**config.mk**
```make
export PLATFORM = sky130hd
export DESIGN_NAME = mul_pipe_lanes_flat
export DESIGN_NICKNAME = d
export VERILOG_FILES = /design/src/rtl/mul_pipe_lanes_pkg.sv /design/src/rtl/mul_pipe_lanes_if.sv /design/src/rtl/mul_pipe_lanes_lane_post.sv /design/src/rtl/mul_pipe_lanes.sv /design/src/flat_wrapper.sv
export SDC_FILE = /design/constraint.sdc
export NUM_CORES = 2
export LEC_CHECK = 0
export CELL_PAD_IN_SITES_DETAIL_PLACEMENT = 0
export CELL_PAD_IN_SITES_GLOBAL_PLACEMENT = 1
export CORE_MARGIN = 2
export CORE_UTILIZATION = 45
export DETAILED_ROUTE_END_ITERATION = 10
export PLACE_DENSITY = 0.79
export SLEW_MARGIN = 30
export SYNTH_ARGS = -nofsm -noshare
export SYNTH_HDL_FRONTEND = slang
export SYNTH_SLANG_ARGS = --single-unit
```
**constraint.sdc**
```tcl
create_clock -name clk -period 2.8 [get_ports clk]
set_input_delay 0.56 -clock clk [delete_from_list [all_inputs] [get_ports clk]]
set_output_delay 0.56 -clock clk [all_outputs]
set_load 0.01 [all_outputs]
```
**src/rtl/mul_pipe_lanes_pkg.sv**
```systemverilog
// Shared types and constant helpers for the multi-lane pipelined multiplier.
package mul_pkg;

    // Per-transaction arithmetic mode; travels down the pipe with its operands.
    typedef struct packed {
        logic round_en;
        logic sat_en;
    } mul_mode_t;

    // Full signed product width for an a*b multiply.
    function automatic int unsigned prod_width(input int unsigned a, input int unsigned b);
        return a + b;
    endfunction

    // Largest value representable in a w-bit signed result.
    function automatic longint sat_hi(input int unsigned w);
        return (longint'(1) <<< (w - 1)) - 1;
    endfunction

    // Smallest value representable in a w-bit signed result.
    function automatic longint sat_lo(input int unsigned w);
        return -(longint'(1) <<< (w - 1));
    endfunction

endpackage

```
**src/rtl/mul_pipe_lanes_if.sv**
```systemverilog
// Operand/result stream bus of the lane multiplier: one shared valid/ready
// handshake per side, lanes packed side by side in the data vectors.
interface mul_pipe_lanes_if #(
    parameter int unsigned A_WIDTH   = 16,
    parameter int unsigned B_WIDTH   = 16,
    parameter int unsigned OUT_WIDTH = 16,
    parameter int unsigned LANES     = 4
);
    logic                       in_valid;
    logic                       in_ready;
    logic [LANES*A_WIDTH-1:0]   in_a;
    logic [LANES*B_WIDTH-1:0]   in_b;
    logic                       round_en;
    logic                       sat_en;
    logic                       out_valid;
    logic                       out_ready;
    logic [LANES*OUT_WIDTH-1:0] out_data;
    logic [LANES-1:0]           out_ovf;

    // Operand source / result sink side.
    modport master (
        output in_valid, in_a, in_b, round_en, sat_en, out_ready,
        input  in_ready, out_valid, out_data, out_ovf
    );

    // Multiplier side.
    modport slave (
        input  in_valid, in_a, in_b, round_en, sat_en, out_ready,
        output in_ready, out_valid, out_data, out_ovf
    );
endinterface

```
**src/rtl/mul_pipe_lanes_lane_post.sv**
```systemverilog
// Per-lane post-processing of a full signed product: optional round-half-up,
// arithmetic right shift, overflow detection and saturate-or-wrap narrowing.
module mul_lane_post
    import mul_pkg::*;
#(
    parameter int unsigned A_WIDTH   = 16,
    parameter int unsigned B_WIDTH   = 16,
    parameter int unsigned OUT_WIDTH = 16,
    parameter int unsigned OUT_SCALE = 8,
    localparam int unsigned PW       = prod_width(A_WIDTH, B_WIDTH)
) (
    input  logic signed [PW-1:0]  prod,
    input  mul_mode_t             mode,
    output logic [OUT_WIDTH-1:0]  result,
    output logic                  ovf
);
    // One guard bit so the rounding increment can never wrap.
    localparam int unsigned SW = PW + 1;
    localparam logic signed [SW-1:0] RND =
        (OUT_SCALE > 0) ? (SW'(1) << ((OUT_SCALE > 0) ? OUT_SCALE - 1 : 0)) : '0;
    localparam logic signed [SW-1:0]  HI     = SW'(sat_hi(OUT_WIDTH));
    localparam logic signed [SW-1:0]  LO     = SW'(sat_lo(OUT_WIDTH));
    localparam logic [OUT_WIDTH-1:0]  HI_OUT = OUT_WIDTH'(sat_hi(OUT_WIDTH));
    localparam logic [OUT_WIDTH-1:0]  LO_OUT = OUT_WIDTH'(sat_lo(OUT_WIDTH));

    logic signed [SW-1:0] p_ext;
    logic signed [SW-1:0] p_rnd;
    logic signed [SW-1:0] s;

    // Round, floor-shift, range check and narrow.
    always_comb begin
        p_ext = SW'(prod);
        p_rnd = p_ext;
        if (mode.round_en) begin
            p_rnd = p_ext + RND;
        end
        s      = p_rnd >>> OUT_SCALE;
        ovf    = (s > HI) || (s < LO);
        result = s[OUT_WIDTH-1:0];
        if (mode.sat_en) begin
            if (s > HI) begin
                result = HI_OUT;
            end else if (s < LO) begin
                result = LO_OUT;
            end
        end
    end
endmodule

```
**src/rtl/mul_pipe_lanes.sv**
```systemverilog
// Multi-lane elastic pipelined signed fixed-point multiplier. With two or more
// stages the raw products are registered first and post-processing sits
// between stage 1 and stage 2; further stages only delay the results.
module mul_pipe_lanes
    import mul_pkg::*;
#(
    parameter int unsigned A_WIDTH   = 16,
    parameter int unsigned B_WIDTH   = 16,
    parameter int unsigned OUT_WIDTH = 16,
    parameter int unsigned OUT_SCALE = 8,
    parameter int unsigned LANES     = 4,
    parameter int unsigned STAGES    = 2
) (
    input  logic           clk,
    input  logic           arst_n_in,
    mul_pipe_lanes_if.slave bus
);
    localparam int unsigned PW = prod_width(A_WIDTH, B_WIDTH);
    // Index of the first stage that holds narrowed results.
    localparam int unsigned RS = (STAGES == 1) ? 0 : 1;
    localparam int unsigned NR = STAGES - RS;

    logic signed [PW-1:0]       prod_in   [LANES];
    logic signed [PW-1:0]       post_prod [LANES];
    mul_mode_t                  in_mode;
    mul_mode_t                  post_mode;
    logic [LANES*OUT_WIDTH-1:0] post_res;
    logic [LANES-1:0]           post_ovf;

    logic [STAGES-1:0]          v;
    logic [STAGES-1:0]          v_src;
    logic [STAGES-1:0]          load;

    logic [LANES*OUT_WIDTH-1:0] res_q [NR];
    logic [LANES-1:0]           ovf_q [NR];

    assign in_mode = '{round_en: bus.round_en, sat_en: bus.sat_en};

    for (genvar i = 0; i < LANES; i++) begin : g_lane
        logic signed [A_WIDTH-1:0] a_l;
        logic signed [B_WIDTH-1:0] b_l;
        logic signed [PW-1:0]      a_x;
        logic signed [PW-1:0]      b_x;

        assign a_l        = bus.in_a[i*A_WIDTH +: A_WIDTH];
        assign b_l        = bus.in_b[i*B_WIDTH +: B_WIDTH];
        assign a_x        = PW'(a_l);
        assign b_x        = PW'(b_l);
        assign prod_in[i] = a_x * b_x;

        mul_lane_post #(
            .A_WIDTH  (A_WIDTH),
            .B_WIDTH  (B_WIDTH),
            .OUT_WIDTH(OUT_WIDTH),
            .OUT_SCALE(OUT_SCALE)
        ) u_post (
            .prod  (post_prod[i]),
            .mode  (post_mode),
            .result(post_res[i*OUT_WIDTH +: OUT_WIDTH]),
            .ovf   (post_ovf[i])
        );
    end

    if (STAGES == 1) begin : g_post_direct
        assign post_prod = prod_in;
        assign post_mode = in_mode;
    end else begin : g_prod_stage
        logic signed [PW-1:0] prod_q [LANES];
        mul_mode_t            mode_q;

        // Stage 1 captures raw products and the transaction's modes.
        always_ff @(posedge clk or negedge arst_n_in) begin
            if (!arst_n_in) begin
                prod_q <= '{default: '0};
                mode_q <= '0;
            end else if (load[0] && bus.in_valid) begin
                prod_q <= prod_in;
                mode_q <= in_mode;
            end
        end

        assign post_prod = prod_q;
        assign post_mode = mode_q;
    end

    // Valid feeding each stage: the input handshake or the previous stage.
    always_comb begin
        v_src    = '0;
        v_src[0] = bus.in_valid;
        for (int unsigned k = 1; k < STAGES; k++) begin
            v_src[k] = v[k-1];
        end
    end

    // Stage k may load if any stage from k onward is empty or the sink drains;
    // the ripple chain is flattened into this reduction so no bit depends on another.
    always_comb begin
        load = '0;
        for (int unsigned k = 0; k < STAGES; k++) begin
            logic acc;
            acc = bus.out_ready;
            for (int unsigned j = k; j < STAGES; j++) begin
                if (!v[j]) begin
                    acc = 1'b1;
                end
            end
            load[k] = acc;
        end
    end

    // Stage valid bits advance wherever the stage is allowed to load.
    always_ff @(posedge clk or negedge arst_n_in) begin
        if (!arst_n_in) begin
            v <= '0;
        end else begin
            for (int unsigned k = 0; k < STAGES; k++) begin
                if (load[k]) begin
                    v[k] <= v_src[k];
                end
            end
        end
    end

    // Result stages: first takes the post-processed lanes, the rest shift.
    always_ff @(posedge clk or negedge arst_n_in) begin
        if (!arst_n_in) begin
            res_q <= '{default: '0};
            ovf_q <= '{default: '0};
        end else begin
            if (load[RS] && v_src[RS]) begin
                res_q[0] <= post_res;
                ovf_q[0] <= post_ovf;
            end
            for (int unsigned j = 1; j < NR; j++) begin
                if (load[RS+j] && v_src[RS+j]) begin
                    res_q[j] <= res_q[j-1];
                    ovf_q[j] <= ovf_q[j-1];
                end
            end
        end
    end

    assign bus.in_ready  = load[0];
    assign bus.out_valid = v[STAGES-1];
    assign bus.out_data  = res_q[NR-1];
    assign bus.out_ovf   = ovf_q[NR-1];
endmodule
```
**src/flat_wrapper.sv**
```systemverilog
// flat-port wrapper written by rule: the top's interface ports become plain ports
module mul_pipe_lanes_flat import mul_pkg::*;
#(
    parameter int unsigned A_WIDTH   = 16,
    parameter int unsigned B_WIDTH   = 16,
    parameter int unsigned OUT_WIDTH = 16,
    parameter int unsigned OUT_SCALE = 8,
    parameter int unsigned LANES     = 4,
    parameter int unsigned STAGES    = 2
)
  (clk, arst_n_in, bus_in_valid, bus_in_a, bus_in_b, bus_round_en, bus_sat_en, bus_out_ready, bus_in_ready, bus_out_valid, bus_out_data, bus_out_ovf);
  mul_pipe_lanes_if #(.A_WIDTH(A_WIDTH), .B_WIDTH(B_WIDTH), .OUT_WIDTH(OUT_WIDTH), .LANES(LANES)) bus_i ();
  input  logic clk;
  input  logic arst_n_in;
  input wire logic [$bits(bus_i.in_valid)-1:0] bus_in_valid;
  input wire logic [$bits(bus_i.in_a)-1:0] bus_in_a;
  input wire logic [$bits(bus_i.in_b)-1:0] bus_in_b;
  input wire logic [$bits(bus_i.round_en)-1:0] bus_round_en;
  input wire logic [$bits(bus_i.sat_en)-1:0] bus_sat_en;
  input wire logic [$bits(bus_i.out_ready)-1:0] bus_out_ready;
  output wire logic [$bits(bus_i.in_ready)-1:0] bus_in_ready;
  output wire logic [$bits(bus_i.out_valid)-1:0] bus_out_valid;
  output wire logic [$bits(bus_i.out_data)-1:0] bus_out_data;
  output wire logic [$bits(bus_i.out_ovf)-1:0] bus_out_ovf;
  assign bus_i.in_valid = bus_in_valid;
  assign bus_i.in_a = bus_in_a;
  assign bus_i.in_b = bus_in_b;
  assign bus_i.round_en = bus_round_en;
  assign bus_i.sat_en = bus_sat_en;
  assign bus_i.out_ready = bus_out_ready;
  assign bus_in_ready = bus_i.in_ready;
  assign bus_out_valid = bus_i.out_valid;
  assign bus_out_data = bus_i.out_data;
  assign bus_out_ovf = bus_i.out_ovf;
  mul_pipe_lanes #(.A_WIDTH(A_WIDTH), .B_WIDTH(B_WIDTH), .OUT_WIDTH(OUT_WIDTH), .OUT_SCALE(OUT_SCALE), .LANES(LANES), .STAGES(STAGES)) u_core (.clk(clk), .arst_n_in(arst_n_in), .bus(bus_i));
endmodule
```
==> results by stage <==
Floorplanning:
- The count of pins on the block boundary is 204.
- The cell row count is 118.
- For this configuration, the core starts out at a cell density of 45.2%.
- The area of the die is 0.106 mm^2.
- The width of the die is 326 um.
- The core region is 0.103 mm^2.
- The floorplan die height is 326 um.

Setup path:
- Along the worst path, the maximum fanout reaches 5.
- The number of buffer and inverter stages on the critical path is 4.
- By startpoint and endpoint, the worst setup path is classified as in2reg.
- The standard cell with the maximum stage delay on the critical path is sky130_fd_sc_hd__fa_2.
- The largest single stage delay on the critical path is 0.61 ns.
- Walking the worst path, the cells encountered are buf_12 > and2_4 > fa_2 > buf_6 > fa_1 > fa_1 > fa_1 > fa_1 > inv_1 > fa_1 > inv_2 > ha_4 > and3_4 > nand4_1 > o21bai_4 > o311a_1 > a2111o_1 > a21oi_4 > o211ai_1 > a211o_1 > o211ai_1.
- The launch point of the worst reg-to-reg path is u_core.g_prod_stage.prod_q[7].
- The setup check on the worst reg-to-reg path leaves a slack of -0.18 ns.
- STA classifies the critical path startpoint as an input pin.
- Among cell families on the critical path, the largest total delay comes from adder cells.
- The endpoint class of the critical path is a register.
- The arrival time reported for the critical path endpoint is 6.29 ns.
- The worst register-to-register path ends at u_core.bus.out_ovf[3].
- The required arrival time at the worst endpoint is 3.18 ns.
- Counting cells, the worst reg-to-reg path comes to 11.
- The cell that appears most often on the critical path is sky130_fd_sc_hd__fa_1.

Synthesis:
- Ranked by total cell area, the synthesized netlist is headed by sky130_fd_sc_hd__fa_1 45%, sky130_fd_sc_hd__dfrtp_1 9.2%, sky130_fd_sc_hd__inv_1 9.2%, sky130_fd_sc_hd__ha_1 8.6%, sky130_fd_sc_hd__and2_1 6.5%.
- The most area-hungry cell type in the Yosys netlist is sky130_fd_sc_hd__fa_1.
- The count of cell types in the netlist is 79.
- The proportion of netlist area held by the largest area contributor is 44.9%.
- The count of warnings emitted by yosys is 0.
- The number of nets in the synthesized netlist is 6554.
- The post-synthesis sequential area ratio is 9.24%.
- The mean instance size in the synthesized netlist is 9.21 um^2.
- The number of synthesized register bits is 172.
- The synthesized design contains 0 enable-type register cells.
- The dominant synthesized flop cell is sky130_fd_sc_hd__dfrtp_1.
- The async set or reset register ratio after synthesis is 100%.
- The synthesized instance count is 5056.
- In this run the cell area of the synthesized design comes to 0.0466 mm^2.

Final layout:
- The fraction of final layout cells with drive strength greater than 1 is 28.8%.
- The utilization after layout is 59.5%.
- Summing all non-filler instances in the final layout gives an area of 0.0613 mm^2.
- The signed area change from the synthesized netlist to the final layout is 31.7%.
- The final layout net count is 7535.

GRT:
- For this run the aggregate overflow at the end of global routing stands at 0.
- The number of antenna violations at the first check in global routing is 2.
- The number of global-route vias before repair is 40500.
- Entering global routing, the biggest net connects 67 pins.
- The global-route wire length before repair is 203000 um.
- The global-route usage over all layers is 23.5%.

Timing:
- The maximum clock frequency is 169 MHz.
- For the final database, setup skew stands at 0.0149 ns.
- The setup violation total in the final timing report is 116.
- The smallest clock period supported by the final layout is computed as 5.92 ns.
- Measured against its own limit, the worst slew margin works out to 52.8%.
- The accumulated negative setup slack is -249.03 ns.
- Setup repair after global routing could not meet its margin everywhere.
- The count of pins over their slew limit is 0.
- The minimum setup slack in the final design is -3.12 ns.
- Of the available clock period, the critical path in the final layout requires 211%.
- For the pin with the worst max-slew slack, the measured transition is 0.706 ns.
- The number of hold violations in the final report is 0.

Status:
- The checks that failed: negative setup slack.
- The run finished, with violations left.

Detailed routing:
- The number of nets with antenna violations after detailed routing is 0.
- After detailed routing, the number of vias per cell comes to 4.98.
- The routed design has 120000 um of wire.
- For this run, the detailed router's first-pass iteration total came to 7.
- The via count of the routed design is 37000.
- After detailed routing, the number of remaining DRC violations is 0.
- The mean routed wirelength per cell is 16.2 um.
- The first-iteration detailed-routing DRC count is 1766.

Clock network:
- The CTS buffer count is 17.
- Clock tree synthesis selected as its root buffer the cell sky130_fd_sc_hd__clkbuf_16.
- The quantity of hold-fixing buffers added after cts is 0.
- The maximum root-to-sink buffer count is 2.
- The clock latency at the later pin of the worst-skew pair is 0.45 ns.
- TritonCTS built the clock tree.
- The clock slew seen by the registers of the worst setup and hold paths is 0.08 ns.
- The total number of H-tree levels is 4.
- The clock drives 172 sinks.

Place:
- The post-place setup slack is -4.00 ns.
- Port buffering added 203 buffers.
- Summing all placed instances gives a cell area of 0.0566 mm^2.
- At the end of routability-driven placement, the weighted congestion stood at 0.877.
- Once detailed placement completed, the half-perimeter wirelength came to 98800 um.

Job:
- The tool flagged a number of max-cap violations equal to 0.

Worst hold path:
- The tightest min-delay check is of the in2async type.
-- routing by layer --
layer	wire length [um]	global-route usage [%]	up-vias
met4	2050	4.33	2
met5	11	0	-
met1	52000	31.6	19000
met2	61300	40.8	735
met3	4980	3.20	149
li1	-	-	17200
-- cell usage after synthesis (39+ instances only) --
| cell type | instances |
|---|---|
| sky130_fd_sc_hd__clkbuf_1 | 170 |
| sky130_fd_sc_hd__a21oi_1 | 89 |
| sky130_fd_sc_hd__fa_1 | 1044 |
| sky130_fd_sc_hd__ha_1 | 320 |
| sky130_fd_sc_hd__xnor2_1 | 104 |
| sky130_fd_sc_hd__nor2_1 | 139 |
| sky130_fd_sc_hd__nand4_1 | 44 |
| sky130_fd_sc_hd__o21ai_0 | 121 |
| sky130_fd_sc_hd__and2_1 | 484 |
| sky130_fd_sc_hd__xor2_1 | 80 |
| sky130_fd_sc_hd__nand2_1 | 683 |
| sky130_fd_sc_hd__dfrtp_1 | 172 |
| sky130_fd_sc_hd__inv_1 | 1144 |
| sky130_fd_sc_hd__nand3_1 | 39 |
-- logic make-up after synthesis --
family	share of synthesized area (%)
XOR/XNOR	3.46
AO/OA/AOI/OAI	6.05
AND/OR/NAND/NOR	16.7
buffers and inverters	10.8
adder cells (fa/ha/maj)	53.5
flip-flops	9.24
multiplexers	0.247
-- layout make-up --
type	count	area (um^2)
fill	8839	41700
multi-input combinational	3552	40100
timing repair buffer	1150	10300
sequential	172	4310
inverter	1144	4300
tap	1380	1730
clock buffer	17	425
clock inverter	15	174
antenna	1	2.50
-- layout by cell type, fill, tap and decap left out, types with 19 or more instances in the layout --
cell type | netlist | final
sky130_fd_sc_hd__inv_1 | 1144 | 1041
sky130_fd_sc_hd__fa_1 | 1044 | 972
sky130_fd_sc_hd__buf_4 | 5 | 722
sky130_fd_sc_hd__nand2_1 | 683 | 622
sky130_fd_sc_hd__and2_1 | 484 | 384
sky130_fd_sc_hd__ha_1 | 320 | 246
sky130_fd_sc_hd__buf_6 | 1 | 217
sky130_fd_sc_hd__dfrtp_1 | 172 | 171
sky130_fd_sc_hd__nor2_1 | 139 | 116
sky130_fd_sc_hd__and2_4 | 0 | 100
sky130_fd_sc_hd__inv_2 | 0 | 99
sky130_fd_sc_hd__o21ai_1 | 16 | 90
sky130_fd_sc_hd__xnor2_1 | 104 | 84
sky130_fd_sc_hd__clkdlybuf4s50_1 | 0 | 78
sky130_fd_sc_hd__fa_2 | 0 | 72
sky130_fd_sc_hd__xor2_1 | 80 | 70
sky130_fd_sc_hd__ha_4 | 0 | 59
sky130_fd_sc_hd__a21oi_1 | 89 | 48
sky130_fd_sc_hd__nand4_1 | 44 | 44
sky130_fd_sc_hd__nand2_2 | 1 | 41
sky130_fd_sc_hd__a21o_1 | 35 | 35
sky130_fd_sc_hd__nand3_1 | 39 | 34
sky130_fd_sc_hd__buf_2 | 10 | 34
sky130_fd_sc_hd__buf_12 | 0 | 34
sky130_fd_sc_hd__a21oi_2 | 0 | 30
sky130_fd_sc_hd__o211ai_1 | 29 | 29
sky130_fd_sc_hd__nand2b_1 | 25 | 24
sky130_fd_sc_hd__o21ai_2 | 0 | 24
sky130_fd_sc_hd__clkbuf_2 | 1 | 22
sky130_fd_sc_hd__o21ai_0 | 121 | 20
sky130_fd_sc_hd__and3_1 | 24 | 20
sky130_fd_sc_hd__clkbuf_16 | 0 | 20
sky130_fd_sc_hd__nand2_4 | 0 | 19
sky130_fd_sc_hd__buf_8 | 0 | 19
-- what timing repair did --
action	4_1_cts	5_1_grt
resized for setup	850	512
buffers inserted	150	77
hold endpoints to repair	0	0
gates cloned	9	6
pin swaps	331	372
endpoints found under the setup margin	162	163
-- stage by stage --
| stage | hold slack, ns | cells |
|---|---|---|
| finish | 0.0742 | 7431 |
| global route | 0.0841 | 7431 |
| CTS | 0.0796 | 7381 |
| detailed placement | 0.474 | 7195 |
| global placement | 0.462 | 7195 |
| floorplan | 0.264 | 5056 |
-- sequential cells by signal, indices dropped and copies added, names as in the netlist --
signal                      cells
u_core.g_prod_stage.prod_q    100
u_core.bus.out_data            64
u_core.bus.out_ovf              4
u_core.g_prod_stage.mode_q      2
u_core.v                        2
-- worst reg2reg max path: stages (launching register included) --
cell,delay [ns]
sky130_fd_sc_hd__dfrtp_1,0.40
sky130_fd_sc_hd__ha_2,0.21
sky130_fd_sc_hd__nand4_1,0.21
sky130_fd_sc_hd__or3_4,0.48
sky130_fd_sc_hd__nor4_4,0.22
sky130_fd_sc_hd__nand4_1,0.14
sky130_fd_sc_hd__a21oi_1,0.15
sky130_fd_sc_hd__a31oi_1,0.06
sky130_fd_sc_hd__or4_4,0.59
sky130_fd_sc_hd__a21oi_1,0.17
sky130_fd_sc_hd__buf_4,0.15
sky130_fd_sc_hd__o21ai_0,0.07
-- worst max path at each step --
stage	start	cells after the start	to	slack [ns]
3_3_place_gp	bus_in_b[39]	21	u_core.g_prod_stage.prod_q[61]	-3.94
5_1_grt	bus_in_a[47]	23	u_core.g_prod_stage.prod_q[63]	-3.31
2_1_floorplan	bus_in_b[1]	23	u_core.g_prod_stage.prod_q[127]	-3.32
3_5_place_dp	bus_in_a[15]	21	u_core.g_prod_stage.prod_q[127]	-4.00
6_report	bus_in_a[47]	21	u_core.g_prod_stage.prod_q[63]	-3.12
4_1_cts	bus_in_b[35]	21	u_core.g_prod_stage.prod_q[61]	-3.09
Power is not shown: default switching activity piles up to over one toggle a cycle in this logic, so the estimate is an artifact.
